--- src/rtl/multicycle_control_if.sv ---
// multicycle_control_if
//   Groups the IR fields and flags that feed the multi-cycle sequencer, together
//   with every datapath control line it drives.
//
//   Parameter:
//     STATE_W   width of the debug State bus
//
//   Signals:
//     Op, Func, Zero, MemReady              -> into the controller
//     PCWrite .. PCSrc                      -> datapath muxes and enables
//     InstrDone, Illegal, BusErr, State     -> status and debug
//
//   Modports:
//     master : the controller (drives control lines, reads IR fields)
//     slave  : the datapath side (drives IR fields and flags, reads controls)
interface multicycle_control_if #(
  parameter int STATE_W = 4
);
  logic [5:0]         Op;
  logic [5:0]         Func;
  logic               Zero;
  logic               MemReady;

  logic               PCWrite;
  logic               PCWriteCond;
  logic               IorD;
  logic               MemRead;
  logic               MemWrite;
  logic               IRWrite;
  logic               RegDst;
  logic               WriteRA;
  logic               MemtoReg;
  logic               RegWrite;
  logic               ALUSrcA;
  logic [1:0]         ALUSrcB;
  logic [4:0]         ALUop;
  logic [1:0]         Ext;
  logic [1:0]         PCSrc;
  logic               InstrDone;
  logic               Illegal;
  logic               BusErr;
  logic [STATE_W-1:0] State;

  modport master (
    input  Op, Func, Zero, MemReady,
    output PCWrite, PCWriteCond, IorD, MemRead, MemWrite, IRWrite,
           RegDst, WriteRA, MemtoReg, RegWrite, ALUSrcA, ALUSrcB,
           ALUop, Ext, PCSrc, InstrDone, Illegal, BusErr, State
  );

  modport slave (
    output Op, Func, Zero, MemReady,
    input  PCWrite, PCWriteCond, IorD, MemRead, MemWrite, IRWrite,
           RegDst, WriteRA, MemtoReg, RegWrite, ALUSrcA, ALUSrcB,
           ALUop, Ext, PCSrc, InstrDone, Illegal, BusErr, State
  );
endinterface

--- src/rtl/multicycle_control.sv ---
// multicycle_control
//   Moore sequencer for the multi-cycle MIPS datapath. Each instruction walks
//   through FETCH, DECODE and then an execute / memory / writeback path chosen
//   by the opcode; every datapath mux select and enable is decoded from the
//   current state (Op/Func only refine a few fields and are held by the IR).
//
//   Parameters:
//     STATE_W   width of the debug State output
//     MAX_WAIT  memory wait cycles allowed before a bus error (MEM_WAIT_EN only)
//
//   Ports:
//     clk    rising-edge clock
//     rst_n  asynchronous active-low reset; state returns to FETCH and all
//            control outputs are held low while it is asserted
//     bus    multicycle_control_if.master (IR fields in, control lines out)
//
//   Optional feature, macro MEM_WAIT_EN:
//     FETCH, MEMRD and MEMWR stall until MemReady; a 4-bit wait counter that
//     clears on every state entry raises a sticky BusErr after MAX_WAIT cycles
//     without MemReady and sends the FSM back to FETCH. Without the macro the
//     memory is single-cycle, MemReady is ignored and BusErr is 0.
module multicycle_control #(
  parameter int STATE_W  = 4,
  parameter int MAX_WAIT = 15
) (
  input  logic                  clk,
  input  logic                  rst_n,
  multicycle_control_if.master  bus
);

  // ALU operation codes
  localparam logic [4:0] ALU_NOP  = 5'd0;
  localparam logic [4:0] ALU_ADD  = 5'd1;
  localparam logic [4:0] ALU_ADDU = 5'd2;
  localparam logic [4:0] ALU_SUB  = 5'd3;
  localparam logic [4:0] ALU_SUBU = 5'd4;
  localparam logic [4:0] ALU_AND  = 5'd5;
  localparam logic [4:0] ALU_OR   = 5'd6;
  localparam logic [4:0] ALU_XOR  = 5'd7;
  localparam logic [4:0] ALU_NOR  = 5'd8;
  localparam logic [4:0] ALU_SLT  = 5'd9;
  localparam logic [4:0] ALU_SLTU = 5'd10;
  localparam logic [4:0] ALU_SLL  = 5'd11;
  localparam logic [4:0] ALU_SRL  = 5'd12;
  localparam logic [4:0] ALU_SRA  = 5'd13;
  localparam logic [4:0] ALU_SLLV = 5'd14;
  localparam logic [4:0] ALU_SRLV = 5'd15;
  localparam logic [4:0] ALU_SRAV = 5'd16;

  // Extender modes
  localparam logic [1:0] EXT_ZERO   = 2'd0;
  localparam logic [1:0] EXT_SIGNED = 2'd1;

  // Next-PC selects
  localparam logic [1:0] NPC_PLUS4  = 2'd0;
  localparam logic [1:0] NPC_BRANCH = 2'd1;
  localparam logic [1:0] NPC_JUMP   = 2'd2;
  localparam logic [1:0] NPC_JAL    = 2'd3;

  // Opcodes
  localparam logic [5:0] OP_RTYPE = 6'h00;
  localparam logic [5:0] OP_J     = 6'h02;
  localparam logic [5:0] OP_JAL   = 6'h03;
  localparam logic [5:0] OP_BEQ   = 6'h04;
  localparam logic [5:0] OP_ADDI  = 6'h08;
  localparam logic [5:0] OP_LW    = 6'h23;
  localparam logic [5:0] OP_SW    = 6'h2B;

  typedef enum logic [3:0] {
    FETCH  = 4'd0,
    DECODE = 4'd1,
    EXEC_R = 4'd2,
    EXEC_I = 4'd3,
    MEMADR = 4'd4,
    MEMRD  = 4'd5,
    MEMWB  = 4'd6,
    MEMWR  = 4'd7,
    BRANCH = 4'd8,
    JUMP   = 4'd9,
    ALUWB  = 4'd10
  } state_t;

  state_t state;
  state_t state_next;

  // R-type function decode: bit 5 flags a supported Func, bits 4:0 the ALU op.
  function automatic logic [5:0] r_decode(input logic [5:0] f);
    case (f)
      6'h20:   r_decode = {1'b1, ALU_ADD};
      6'h21:   r_decode = {1'b1, ALU_ADDU};
      6'h22:   r_decode = {1'b1, ALU_SUB};
      6'h23:   r_decode = {1'b1, ALU_SUBU};
      6'h24:   r_decode = {1'b1, ALU_AND};
      6'h25:   r_decode = {1'b1, ALU_OR};
      6'h26:   r_decode = {1'b1, ALU_XOR};
      6'h27:   r_decode = {1'b1, ALU_NOR};
      6'h2A:   r_decode = {1'b1, ALU_SLT};
      6'h2B:   r_decode = {1'b1, ALU_SLTU};
      6'h00:   r_decode = {1'b1, ALU_SLL};
      6'h02:   r_decode = {1'b1, ALU_SRL};
      6'h03:   r_decode = {1'b1, ALU_SRA};
      6'h04:   r_decode = {1'b1, ALU_SLLV};
      6'h06:   r_decode = {1'b1, ALU_SRLV};
      6'h07:   r_decode = {1'b1, ALU_SRAV};
      default: r_decode = {1'b0, ALU_NOP};
    endcase
  endfunction

  logic [5:0] r_info;
  assign r_info = r_decode(bus.Func);

`ifdef MEM_WAIT_EN
  localparam logic [3:0] WAIT_LAST = 4'(MAX_WAIT - 1);

  logic [3:0] wait_cnt;
  logic       wait_last;
  logic       timeout;
  logic       bus_err;
  logic       unused_in;

  assign wait_last  = (wait_cnt == WAIT_LAST);
  assign bus.BusErr = bus_err;
  assign unused_in  = bus.Zero;

  // Wait counter restarts whenever the FSM enters a state (including a
  // timeout that re-enters FETCH), so it only measures the current stall.
  always_ff @(posedge clk or negedge rst_n) begin
    if (!rst_n)
      wait_cnt <= 4'd0;
    else if ((state_next != state) || timeout)
      wait_cnt <= 4'd0;
    else
      wait_cnt <= wait_cnt + 4'd1;
  end

  // Bus error is sticky until the next reset.
  always_ff @(posedge clk or negedge rst_n) begin
    if (!rst_n)
      bus_err <= 1'b0;
    else if (timeout)
      bus_err <= 1'b1;
  end
`else
  logic unused_in;

  // Zero is consumed by the datapath's PC-write gate, MemReady only matters
  // with wait states, so they are intentionally not read here.
  assign bus.BusErr = 1'b0;
  assign unused_in  = bus.Zero ^ bus.MemReady ^ (MAX_WAIT > 0);
`endif

  assign bus.State = STATE_W'(state);

  // State register; reset lands in FETCH immediately.
  always_ff @(posedge clk or negedge rst_n) begin
    if (!rst_n)
      state <= FETCH;
    else
      state <= state_next;
  end

  // Next-state and output decode. Every output starts at its idle value and
  // each state only overrides what it needs. While rst_n is low the case is
  // skipped so no strobe can fire during reset.
  always_comb begin
    state_next      = FETCH;
    bus.PCWrite     = 1'b0;
    bus.PCWriteCond = 1'b0;
    bus.IorD        = 1'b0;
    bus.MemRead     = 1'b0;
    bus.MemWrite    = 1'b0;
    bus.IRWrite     = 1'b0;
    bus.RegDst      = 1'b0;
    bus.WriteRA     = 1'b0;
    bus.MemtoReg    = 1'b0;
    bus.RegWrite    = 1'b0;
    bus.ALUSrcA     = 1'b0;
    bus.ALUSrcB     = 2'd0;
    bus.ALUop       = ALU_NOP;
    bus.Ext         = EXT_ZERO;
    bus.PCSrc       = NPC_PLUS4;
    bus.InstrDone   = 1'b0;
    bus.Illegal     = 1'b0;
`ifdef MEM_WAIT_EN
    timeout         = 1'b0;
`endif

    if (rst_n) begin
      case (state)
        FETCH: begin
          bus.MemRead = 1'b1;
          bus.ALUSrcB = 2'd1;
          bus.ALUop   = ALU_ADDU;
`ifdef MEM_WAIT_EN
          // PC and IR must load exactly once, on the cycle the read lands.
          bus.PCWrite = bus.MemReady;
          bus.IRWrite = bus.MemReady;
          if (bus.MemReady)
            state_next = DECODE;
          else begin
            state_next = FETCH;
            timeout    = wait_last;
          end
`else
          bus.PCWrite = 1'b1;
          bus.IRWrite = 1'b1;
          state_next  = DECODE;
`endif
        end

        DECODE: begin
          // ALU speculatively forms the branch target PC + (imm << 2).
          bus.ALUSrcB = 2'd3;
          bus.ALUop   = ALU_ADDU;
          bus.Ext     = EXT_SIGNED;
          case (bus.Op)
            OP_RTYPE: begin
              if (r_info[5])
                state_next = EXEC_R;
              else begin
                state_next  = FETCH;
                bus.Illegal = 1'b1;
              end
            end
            OP_ADDI:        state_next = EXEC_I;
            OP_LW, OP_SW:   state_next = MEMADR;
            OP_BEQ:         state_next = BRANCH;
            OP_J, OP_JAL:   state_next = JUMP;
            default: begin
              state_next  = FETCH;
              bus.Illegal = 1'b1;
            end
          endcase
        end

        EXEC_R: begin
          bus.ALUSrcA = 1'b1;
          bus.ALUop   = r_info[4:0];
          state_next  = ALUWB;
        end

        EXEC_I: begin
          bus.ALUSrcA = 1'b1;
          bus.ALUSrcB = 2'd2;
          bus.Ext     = EXT_SIGNED;
          bus.ALUop   = ALU_ADD;
          state_next  = ALUWB;
        end

        ALUWB: begin
          // Destination is rd for R-type, rt for addi.
          bus.RegWrite  = 1'b1;
          bus.RegDst    = (bus.Op == OP_RTYPE);
          bus.InstrDone = 1'b1;
          state_next    = FETCH;
        end

        MEMADR: begin
          bus.ALUSrcA = 1'b1;
          bus.ALUSrcB = 2'd2;
          bus.Ext     = EXT_SIGNED;
          bus.ALUop   = ALU_ADD;
          state_next  = (bus.Op == OP_SW) ? MEMWR : MEMRD;
        end

        MEMRD: begin
          bus.MemRead = 1'b1;
          bus.IorD    = 1'b1;
`ifdef MEM_WAIT_EN
          if (bus.MemReady)
            state_next = MEMWB;
          else if (wait_last) begin
            state_next = FETCH;
            timeout    = 1'b1;
          end else
            state_next = MEMRD;
`else
          state_next  = MEMWB;
`endif
        end

        MEMWB: begin
          bus.RegWrite  = 1'b1;
          bus.MemtoReg  = 1'b1;
          bus.InstrDone = 1'b1;
          state_next    = FETCH;
        end

        MEMWR: begin
          bus.MemWrite = 1'b1;
          bus.IorD     = 1'b1;
`ifdef MEM_WAIT_EN
          // Store only retires once the memory accepts it.
          bus.InstrDone = bus.MemReady;
          if (bus.MemReady)
            state_next = FETCH;
          else if (wait_last) begin
            state_next = FETCH;
            timeout    = 1'b1;
          end else
            state_next = MEMWR;
`else
          bus.InstrDone = 1'b1;
          state_next    = FETCH;
`endif
        end

        BRANCH: begin
          // rs - rt drives Zero; the datapath loads PC only when it is set.
          bus.ALUSrcA     = 1'b1;
          bus.ALUop       = ALU_SUB;
          bus.PCWriteCond = 1'b1;
          bus.PCSrc       = NPC_BRANCH;
          bus.InstrDone   = 1'b1;
          state_next      = FETCH;
        end

        JUMP: begin
          bus.PCWrite   = 1'b1;
          bus.InstrDone = 1'b1;
          if (bus.Op == OP_JAL) begin
            bus.PCSrc    = NPC_JAL;
            bus.WriteRA  = 1'b1;
            bus.RegWrite = 1'b1;
          end else
            bus.PCSrc    = NPC_JUMP;
          state_next = FETCH;
        end

        // Codes 11..15 carry no outputs and recover to FETCH.
        default: state_next = FETCH;
      endcase
    end
  end

endmodule

--- src/flat_wrapper.sv ---
// flat-port wrapper written by rule: the top's interface ports become plain ports
module multicycle_control_flat 
#(
  parameter int STATE_W  = 4,
  parameter int MAX_WAIT = 15
)
  (clk, rst_n, bus_Op, bus_Func, bus_Zero, bus_MemReady, bus_PCWrite, bus_PCWriteCond, bus_IorD, bus_MemRead, bus_MemWrite, bus_IRWrite, bus_RegDst, bus_WriteRA, bus_MemtoReg, bus_RegWrite, bus_ALUSrcA, bus_ALUSrcB, bus_ALUop, bus_Ext, bus_PCSrc, bus_InstrDone, bus_Illegal, bus_BusErr, bus_State);
  multicycle_control_if #(.STATE_W(STATE_W)) bus_i ();
  input  logic clk;
  input  logic rst_n;
  input wire logic [$bits(bus_i.Op)-1:0] bus_Op;
  input wire logic [$bits(bus_i.Func)-1:0] bus_Func;
  input wire logic [$bits(bus_i.Zero)-1:0] bus_Zero;
  input wire logic [$bits(bus_i.MemReady)-1:0] bus_MemReady;
  output wire logic [$bits(bus_i.PCWrite)-1:0] bus_PCWrite;
  output wire logic [$bits(bus_i.PCWriteCond)-1:0] bus_PCWriteCond;
  output wire logic [$bits(bus_i.IorD)-1:0] bus_IorD;
  output wire logic [$bits(bus_i.MemRead)-1:0] bus_MemRead;
  output wire logic [$bits(bus_i.MemWrite)-1:0] bus_MemWrite;
  output wire logic [$bits(bus_i.IRWrite)-1:0] bus_IRWrite;
  output wire logic [$bits(bus_i.RegDst)-1:0] bus_RegDst;
  output wire logic [$bits(bus_i.WriteRA)-1:0] bus_WriteRA;
  output wire logic [$bits(bus_i.MemtoReg)-1:0] bus_MemtoReg;
  output wire logic [$bits(bus_i.RegWrite)-1:0] bus_RegWrite;
  output wire logic [$bits(bus_i.ALUSrcA)-1:0] bus_ALUSrcA;
  output wire logic [$bits(bus_i.ALUSrcB)-1:0] bus_ALUSrcB;
  output wire logic [$bits(bus_i.ALUop)-1:0] bus_ALUop;
  output wire logic [$bits(bus_i.Ext)-1:0] bus_Ext;
  output wire logic [$bits(bus_i.PCSrc)-1:0] bus_PCSrc;
  output wire logic [$bits(bus_i.InstrDone)-1:0] bus_InstrDone;
  output wire logic [$bits(bus_i.Illegal)-1:0] bus_Illegal;
  output wire logic [$bits(bus_i.BusErr)-1:0] bus_BusErr;
  output wire logic [$bits(bus_i.State)-1:0] bus_State;
  assign bus_i.Op = bus_Op;
  assign bus_i.Func = bus_Func;
  assign bus_i.Zero = bus_Zero;
  assign bus_i.MemReady = bus_MemReady;
  assign bus_PCWrite = bus_i.PCWrite;
  assign bus_PCWriteCond = bus_i.PCWriteCond;
  assign bus_IorD = bus_i.IorD;
  assign bus_MemRead = bus_i.MemRead;
  assign bus_MemWrite = bus_i.MemWrite;
  assign bus_IRWrite = bus_i.IRWrite;
  assign bus_RegDst = bus_i.RegDst;
  assign bus_WriteRA = bus_i.WriteRA;
  assign bus_MemtoReg = bus_i.MemtoReg;
  assign bus_RegWrite = bus_i.RegWrite;
  assign bus_ALUSrcA = bus_i.ALUSrcA;
  assign bus_ALUSrcB = bus_i.ALUSrcB;
  assign bus_ALUop = bus_i.ALUop;
  assign bus_Ext = bus_i.Ext;
  assign bus_PCSrc = bus_i.PCSrc;
  assign bus_InstrDone = bus_i.InstrDone;
  assign bus_Illegal = bus_i.Illegal;
  assign bus_BusErr = bus_i.BusErr;
  assign bus_State = bus_i.State;
  multicycle_control #(.STATE_W(STATE_W), .MAX_WAIT(MAX_WAIT)) u_core (.clk(clk), .rst_n(rst_n), .bus(bus_i));
endmodule
--- config.mk ---
export PLATFORM = sky130hd
export DESIGN_NAME = multicycle_control_flat
export DESIGN_NICKNAME = d
export VERILOG_FILES = /design/src/rtl/multicycle_control_if.sv /design/src/rtl/multicycle_control.sv /design/src/flat_wrapper.sv
export SDC_FILE = /design/constraint.sdc
export NUM_CORES = 1
export LEC_CHECK = 0
export ABC_AREA = 1
export CORE_AREA = 2 2 57 46
export DETAILED_ROUTE_END_ITERATION = 6
export DIE_AREA = 0 0 59 48
export PLACE_DENSITY = 0.75
export SETUP_SLACK_MARGIN = 0.02
export SYNTH_ARGS = -nofsm -noshare
export SYNTH_HDL_FRONTEND = slang
export SYNTH_SLANG_ARGS = --single-unit
--- constraint.sdc ---
create_clock -name clk -period 1.9 [get_ports clk]
set_clock_uncertainty 0.15 [all_clocks]
set_input_delay 0.38 -clock clk [delete_from_list [all_inputs] [get_ports clk]]
set_output_delay 0.38 -clock clk [all_outputs]
set_load 0.01 [all_outputs]
* Word-level counts from Yosys, hierarchy flattened
Memories as Yosys holds them, arrays and structs flattened.
Index checks and enable logic that the tools add are counted.
** Storage, ports and cells
- Register bits :: 4
- Bits in latches :: 0
- Bits in writable memories :: 0
- Bits in read-only memories :: 384
- Output and inout bits :: 29
- Logic and storage cells :: 76
- Memories :: 1
** Operators by class
- Add/subtract/negate cells :: 0
- $mul :: 0
- Divide/modulo/power cells :: 0
- Magnitude comparators :: 0
- Equal/unequal tests :: 16
- Shift operators :: 0
- Multiplexer cells :: 43
- Bitwise operators :: 0
- Reduce and logical (&&, ||, !) cells :: 15
** Memories
- (no name shown) :: depth 64, width 6, rd ports 1, clocked after memory_dff 0, write ports 0, RTL line multicycle_control.sv:88 : case (f)
** Operators by type and width (number)
- $pmux 4 s5 :: 2
- $mux 1 :: 29
- $pmux 5 s4 :: 1
- $reduce_or 2->1 :: 9
- $eq 4x3->1 const B :: 4
- $eq 4x4->1 const B :: 3
- $eq 6x2->1 const B :: 2
- $eq 6x6->1 const B :: 2
- $mux 2 :: 5
- $eq 4x2->1 const B :: 2
- $eq 6x3->1 const B :: 1
- $eq 6x4->1 const B :: 1
- $logic_not 6->1 :: 1
- $pmux 2 s3 :: 1
- $reduce_or 6->1 :: 1
- $mux 5 :: 1
- $reduce_or 5->1 :: 1
- $eq 4x1->1 const B :: 1
- $logic_not 4->1 :: 1
- $mux 4 :: 1
- $pmux 1 s2 :: 2
- $pmux 2 s2 :: 1
- $reduce_or 4->1 :: 1
- $reduce_or 3->1 :: 1

* Longest topological paths before layout
Gate-level depths: netlist (run 1).
- Word-level depth :: 5
- Depth in mapped cells :: 10
- Gate-level depth less buffers :: 10

* Worst setup path before layout (run 1)
No wires, ideal clock.
- Path type :: flip-flop to output port
- From :: register u_core.state[1], in the netlist u_core.bus.State[1]
- To :: output port bus_PCSrc[0]
- Arrival :: 1.202 ns
- Path slack :: 0.168 ns
- Stages on the path, launching flop included :: 6
- Buffers on the path :: 1
- Cells stage by stage :: dfrtp_1 > buf_6 > nor2_2 > nand2_1 > nor2_1 > or2_1
** On the way
- Cells in the longest elaborated chain, start to end :: 3
- Elaborated cells between the ends (all ways) :: 4
- Those cells by class :: eq/ne: 2; mux: 2
** Ends and longest elaborated chain
- from (decl) :: RTL line multicycle_control.sv:83 : state_t state;
- from (signal assigned) :: RTL line multicycle_control.sv:159 : state <= state_next;
- $eq 4x4->1 :: RTL line multicycle_control.sv:189 : case (state)
- $pmux 2 s2 (*) :: RTL line multicycle_control.sv:189
- $mux 2 (*) :: RTL line multicycle_control.sv:188 : if (rst_n) begin
- to (decl) :: RTL line flat_wrapper.sv:29 : output wire logic [$bits(bus_i.PCSrc)-1:0] bus_PCSrc;
Every way passes the cells marked *; elsewhere a longest branch is shown, timed or not.

* Final worst setup path (run 1)
- From :: register u_core.state[3], in the netlist u_core.bus.State[3]
- To :: output port bus_RegWrite
** On the way
- Cells in the longest elaborated chain, start to end :: 4
- Elaborated cells between the ends (all ways) :: 6
- Those cells by class :: eq/ne: 3; mux: 2; reduce/logical: 1
** Ends and longest elaborated chain
- $eq 4x4->1 / $eq 4x3->1 (equally long branches) :: RTL line multicycle_control.sv:189
- $reduce_or 2->1 (no source line)
- $pmux 1 s2 (*) :: RTL line multicycle_control.sv:189
- $mux 1 (*) :: RTL line multicycle_control.sv:188
- to (decl) :: RTL line flat_wrapper.sv:24 : output wire logic [$bits(bus_i.RegWrite)-1:0] bus_RegWrite;
Marked as above.

==> results.md, run 1 <==
- complete, but fails checks — result of the run
- DRC, setup timing — violated checks
- built — clock tree from TritonCTS
- 463 MHz — highest achievable clock rate
- 0 — remaining number of nets flagged by the antenna check after routing
- nand2_1 — largest area contributor in the netlist
- 0 — antenna violations before repair
- input pin to asynchronous set/reset pin — hold crit path type
- 25 — number of unique standard cell types used by synthesis
- 0.22 ns — setup slack of the worst register-to-register path
- 59 um — floorplan die width
- 0 — number of warnings issued by yosys
- 0.00151 mm^2 — placed cell areas
- 10 — maximum number of pins on one net before global-route repair
- flip-flop to output port — critical path class
- 21 — total setup violations reported at the end of the flow
- 0 — Post-synth EDFFs
- 115 — drt first-iter violations
- 0.27 ns — clk_lat worst skew
- 5 — largest fanout on the critical path
- 114% — fraction of the cycle the final worst path needs
- 0 — final global-route overflow total
- nand2_1 18%, nor2_1 12%, dfrtp_1 12%, nand3_1 10%, inv_1 8.0% — top area cells in the synthesized netlist
- clkbuf_4 — Clk Tree Root Cell
- 5.80 — drt via density
- 59.8% — fraction of layout cells with a size suffix above 1
- dfrtp_1 — Top FF cell, synth
- 2 — buffer depth of the longest clock path
- 17.7% — area share of the largest cell type after synthesis
- 0 — number of max-cap violations
- 0.000144 V — peak supply drop
- -0.258 ns — final worst setup slack
- 2.16 ns — minimum clock period after layout
- flip-flop — CP startpoint kind
- 2650 um — HPWL after detailed placement
- 848 um^2 — synthesized area
- 1.37 ns — Crit path required time
- inv_2 -> nor2_4 -> nand2_2 -> nor3_4 -> or2_1 -> buf_2 — critical path cell sequence
- 17.9 um — Routed wire per std cell
- 38.3% — effective utilization at floorplan
- 0.00283 mm^2 — overall die area
- 1.63 ns — data arrival time of the worst path
- 5.34 um^2 — average footprint of a synthesized cell
- 11.8% — sequential share of the synthesized area
- true — setup repair after global routing missed its margin
- 40 x nand2_1, 27 x nor2_1, 18 x inv_1 — list of most frequent post-synthesis cells
- 4 — TritonCTS Sinks
- 0.00187 mm^2 — Design Area, Final
- 1617 — vias post-DR
- 0 — post-cts hold buffer count
- 4 — max reg flops
- 159 — count of mapped cells out of synthesis
- 0 — hold violation count in the final report
- 277 — nets
- 1 — remaining routing DRC violations
- 45 — Top-Level Pins
- 15 — cell row count
- 3 — total clock buffers created by CTS
- 5010 um — total length of routed wires
- 4 — #FFs+latches synth
- 6090 um — global-route wire length before repair
- 1 — H-tree depth
- 100% — proportion of register bits with asynchronous set or reset after synthesis
- 0.00221 mm^2 — CORE AREA
- nand2_1 — library cell with the highest instance count after synthesis
- 84.3% — post-route core utilization
- dfrtp_2 — slowest CP cell
- 0.05 ns — clock slew at the register clock pins of the worst setup and hold paths
- 7 — drt first pass iters
- 48 um — Die Y
- 279 mW/mm^2 — power density over the cells
- output port — kind of capture point of the worst setup path
- 0 — max-slew violations
- 1342 — number of global-route vias before repair
- 120% — area added between synthesis and finish
- 0.953 — final estimated routing congestion in global placement
- 0.991 nW — leakage power total
- 0.46 ns — crit-path max cell delay
- 29.9% — total global-route track usage
- 0 — antenna diode instance count
- -2.83 ns — Post-Route Setup TNS
- 40 — # port buffers
## layout by cell type (no fill, tap or decap), types with 2 or more instances in the layout
cell type	instances
conb_1	2
nand3_2	5
dlygate4sd2_1	3
clkdlybuf4s15_1	4
nor2_2	6
buf_2	23
nand2_1	30
clkdlybuf4s15_2	4
buf_6	17
nor3_2	2
nand2_4	3
clkbuf_4	3
or2_1	2
a21oi_1	6
nand4_1	3
nor2_1	18
o21ai_2	2
nand3_1	11
nor2_4	9
inv_4	3
ha_4	2
nor3_4	2
dfrtp_2	4
nand2_2	8
inv_1	13
ha_2	2
buf_4	41
o21ai_1	3
inv_2	8
a21oi_2	4
clkdlybuf4s50_1	2
## routing by layer
| metal | vias to the layer above | wire length (um) | part of all wire, % | track usage, % |
|---|---|---|---|---|
| met1 | 741 | 1800 | 36 | 33.0 |
| met2 | 142 | 2360 | 47 | 53.3 |
| met5 | - | 0 | 0 | 0 |
| met3 | 34 | 547 | 11 | 7.03 |
| met4 | 0 | 293 | 5.9 | 19.1 |
| li1 | 700 | - | - | - |
## what timing repair did
item | 4_1_cts | 5_1_grt
endpoints found under the setup margin | 25 | 24
buffers inserted | 14 | 8
resized for setup | 187 | 26
pin swaps | 26 | 21
## kinds of logic (layout without fill, tap and decap cells)
logic type                 after synthesis  in the layout  synth area share, %
and+or+nand+nor                        103            103                 55.2
buffers and inverters                   29            123                 14.7
adders and majority gates                5              5                 7.37
AOI/OAI and AO/OA                       17             17                 10.5
other                                    1              2                0.442
DFF                                      4              4                 11.8
## metrics by stage
step	cells	total power, mW	worst slack (ns)	hold WS (ns)
finish	279	0.521	-0.258	0.0860
global route	279	0.547	-0.295	0.0806
floorplan	160	0.189	0.168	-0.0656
detailed placement	255	0.325	-0.813	0.637
CTS	271	0.461	-0.145	0.113
global placement	255	0.317	-0.772	0.610
## where the power goes
group	leakage (nW)	switching (mW)	internal, mW
Combinational	0.929	0.161	0.133
Clock	0.0138	0.0584	0.0722
Sequential	0.0481	0.00771	0.0886
## worst max-delay path, delay by kind of cell (launching register included)
family / cells / cell delay, ns
AND/OR/NAND/NOR: 4 / 0.68
flip-flops: 1 / 0.46
buffers and inverters: 2 / 0.23
## layout make-up
class                           count  area, um^2
Timing Repair Buffer               96         763
Tap cell                           25        31.3
Clock buffer                        3        22.5
Fill cell                         126         348
Inverter                           24        97.6
Multi-Input combinational cell    127         847
Sequential cell                     4         105
## path summary, 6_finish.rpt
kind | from | end | depth (start not counted)
worst max-delay path | u_core.bus.State[3]$_DFF_PN0_ | bus_RegWrite | 6
worst min-delay path | rst_n | u_core.bus.State[2]$_DFF_PN0_ | 2
worst max register to register | u_core.bus.State[3]$_DFF_PN0_ | u_core.bus.State[1]$_DFF_PN0_ | 7
worst min register to register | u_core.bus.State[3]$_DFF_PN0_ | u_core.bus.State[2]$_DFF_PN0_ | 3
max in group asynchronous | rst_n | u_core.bus.State[3]$_DFF_PN0_ | 2
min in group clk | bus_Op[5] | u_core.bus.State[2]$_DFF_PN0_ | 4
(Power assumes the default switching activity.)
==> run 2: changes to the inputs <==
--- a/config.mk
+++ b/config.mk
@@ -10,6 +10,7 @@
 export DETAILED_ROUTE_END_ITERATION = 6
 export DIE_AREA = 0 0 59 48
 export PLACE_DENSITY = 0.75
+export REMOVE_ABC_BUFFERS = 1
 export SETUP_SLACK_MARGIN = 0.02
 export SYNTH_ARGS = -nofsm -noshare
 export SYNTH_HDL_FRONTEND = slang
==> results.md, run 2 (synthesis results as in run 1) <==
- complete, but fails checks — result of the run
- setup timing — violated checks
- 0.914 — final estimated routing congestion in global placement, -4.1%
- 281 — nets, +1.4%
- 1488 — number of global-route vias before repair, +11%
- 0 — remaining number of nets flagged by the antenna check after routing, unchanged
- inv_2 — most prevalent standard cell on the critical path
- 0 — number of max-cap violations, unchanged
- 23 — total setup violations reported at the end of the flow, +9.5%
- 2580 um — HPWL after detailed placement, -2.7%
- 0.00150 mm^2 — placed cell areas, -0.99%
- 4 — count of buffer and inverter cells on the critical path, +2
- 38.3% — effective utilization at floorplan, unchanged
- 0.00190 mm^2 — Design Area, Final, +1.8%
- 18.2 um — Routed wire per std cell, +1.7%
- 1.66 ns — data arrival time of the worst path, +0.03 ns
- 124% — area added between synthesis and finish
- 0.06 ns — clock slew at the register clock pins of the worst setup and hold paths, about the same
- 0.000156 V — peak supply drop, +8.1%
- 85.8% — post-route core utilization, +1.5 points
- inv_2 -> nand2_4 -> nor2_4 -> inv_2 -> buf_4 -> a21oi_1 -> or2_1 -> buf_2 — critical path cell sequence
- 46 x buf_4, 30 x nand2_1, 21 x buf_2 — most frequent cells in the layout
- 0.25 ns — clk_lat worst skew, -0.02 ns
- 271 mW/mm^2 — power density over the cells, -3.0%
- -0.832 ns — post-placement worst setup slack, -0.0187 ns
- 0 — remaining routing DRC violations, -1
- 48 um — Die Y, unchanged
- 0.00221 mm^2 — CORE AREA, unchanged
- 0.104 ns — Post-Route Hold Slack, +0.0181 ns
- 0.09 ns — setup slack of the worst register-to-register path, -0.13 ns
- 5.76 — drt via density, -0.68%
- 0 — antenna diode instance count, unchanged
- 4 — max reg flops, unchanged
- 2 — buffer depth of the longest clock path, unchanged
- 4 — drt first pass iters, -3
- 1629 — vias post-DR, +0.74%
- 4 — TritonCTS Sinks, unchanged
- flip-flop to output port — critical path class
- dfrtp_2 — slowest CP cell
- output port — kind of capture point of the worst setup path
- 4 — largest fanout on the critical path, -1
- buf_4 — most frequent standard cell in the layout excluding fill and tap cells
- 0 — max-slew violations, unchanged
- 59 um — floorplan die width, unchanged
- -0.286 ns — final worst setup slack, -0.0272 ns
- 32.1% — total global-route track usage, +2.2 points
- 1 — H-tree depth, unchanged
- 115% — fraction of the cycle the final worst path needs, +1.4 points
- buffers and inverters — kind of cell with the highest combined delay on the critical path
- 45 — Top-Level Pins, unchanged
- 0.00283 mm^2 — overall die area, unchanged
- 5160 um — total length of routed wires, +3.1%
- 0.44 ns — crit-path max cell delay, -0.02 ns
- 2.19 ns — minimum clock period after layout, +0.0272 ns
- 3 — total clock buffers created by CTS, unchanged
- 60.5% — fraction of layout cells with a size suffix above 1, +0.62 points
- true — setup repair after global routing missed its margin
- 6700 um — global-route wire length before repair, +10%
- 15 — cell row count, unchanged
- 458 MHz — highest achievable clock rate, -1.2%
- 0 — hold violation count in the final report, unchanged
- 1.37 ns — Crit path required time, about the same
- 40 — # port buffers, unchanged
- 0.988 nW — leakage power total, -0.33%
- clkbuf_4 — Clk Tree Root Cell
- 0 — final global-route overflow total, unchanged
- 0 — antenna violations before repair, unchanged
- 160 — drt first-iter violations, +39%
- flip-flop — CP startpoint kind
- input pin to asynchronous set/reset pin — hold crit path type
- 16 — maximum number of pins on one net before global-route repair, +6
- built — clock tree from TritonCTS
## run 2: changes by cell type in the layout (fill, tap and decap cells not counted), sizes merged
cell           change
buf                +2
dlymetal6s2s       -1
clkdlybuf4s50      -1
clkdlybuf4s15      +3
clkbuf             +1
## run 2: routing by layer
layer / up-vias / share of wire, % / global-route usage [%] / wire, um
met3: 36 / 9.4 / 5.95 / 485
met5: - / 0 / 0 / 0
met1: 746 / 36 / 35.7 / 1860
met2: 139 / 49 / 61.6 / 2550
li1: 708 / - / - / -
met4: 0 / 5.0 / 13.6 / 259
## run 2: cell type report
cell class / count / area (um^2)
fill: 108 / 314
clock buffer: 3 / 22.5
timing repair buffer: 100 / 795
multi-input combinational: 127 / 850
tap: 25 / 31.3
inverter: 24 / 97.6
sequential: 4 / 105
## run 2: worst paths after layout
check | start | to | cells after the start
min reg2reg | u_core.bus.State[1]$_DFF_PN0_ | u_core.bus.State[0]$_DFF_PN0_ | 4
max in group asynchronous | rst_n | u_core.bus.State[2]$_DFF_PN0_ | 2
max | u_core.bus.State[0]$_DFF_PN0_ | bus_RegWrite | 8
min | rst_n | u_core.bus.State[0]$_DFF_PN0_ | 2
max reg2reg | u_core.bus.State[3]$_DFF_PN0_ | u_core.bus.State[1]$_DFF_PN0_ | 9
min in group clk | bus_Op[5] | u_core.bus.State[2]$_DFF_PN0_ | 4
## run 2: through the flow
step                power (mW)  setup TNS [ns]  std cells
detailed placement       0.318          -14.12        253
finish                   0.515           -2.87        283
global placement         0.312          -13.86        253
global route             0.535           -3.83        283
floorplan                0.182               0        155
CTS                      0.456           -1.34        276
## run 2: power breakdown
| group | switching (mW) | internal [mW] |
|---|---|---|
| combinational | 0.171 | 0.135 |
| clock | 0.0440 | 0.0713 |
| sequential | 0.00486 | 0.0886 |
| total | 0.219 | 0.295 |
## run 2: repair_timing
action / in CTS / in global routing
endpoints found under the setup margin: 24 / 24
pin swaps: 30 / 13
hold endpoints to repair: 0 / 0
gates resized for setup: 189 / 22
setup buffers: 20 / 7
hold buffers: 0 / 0
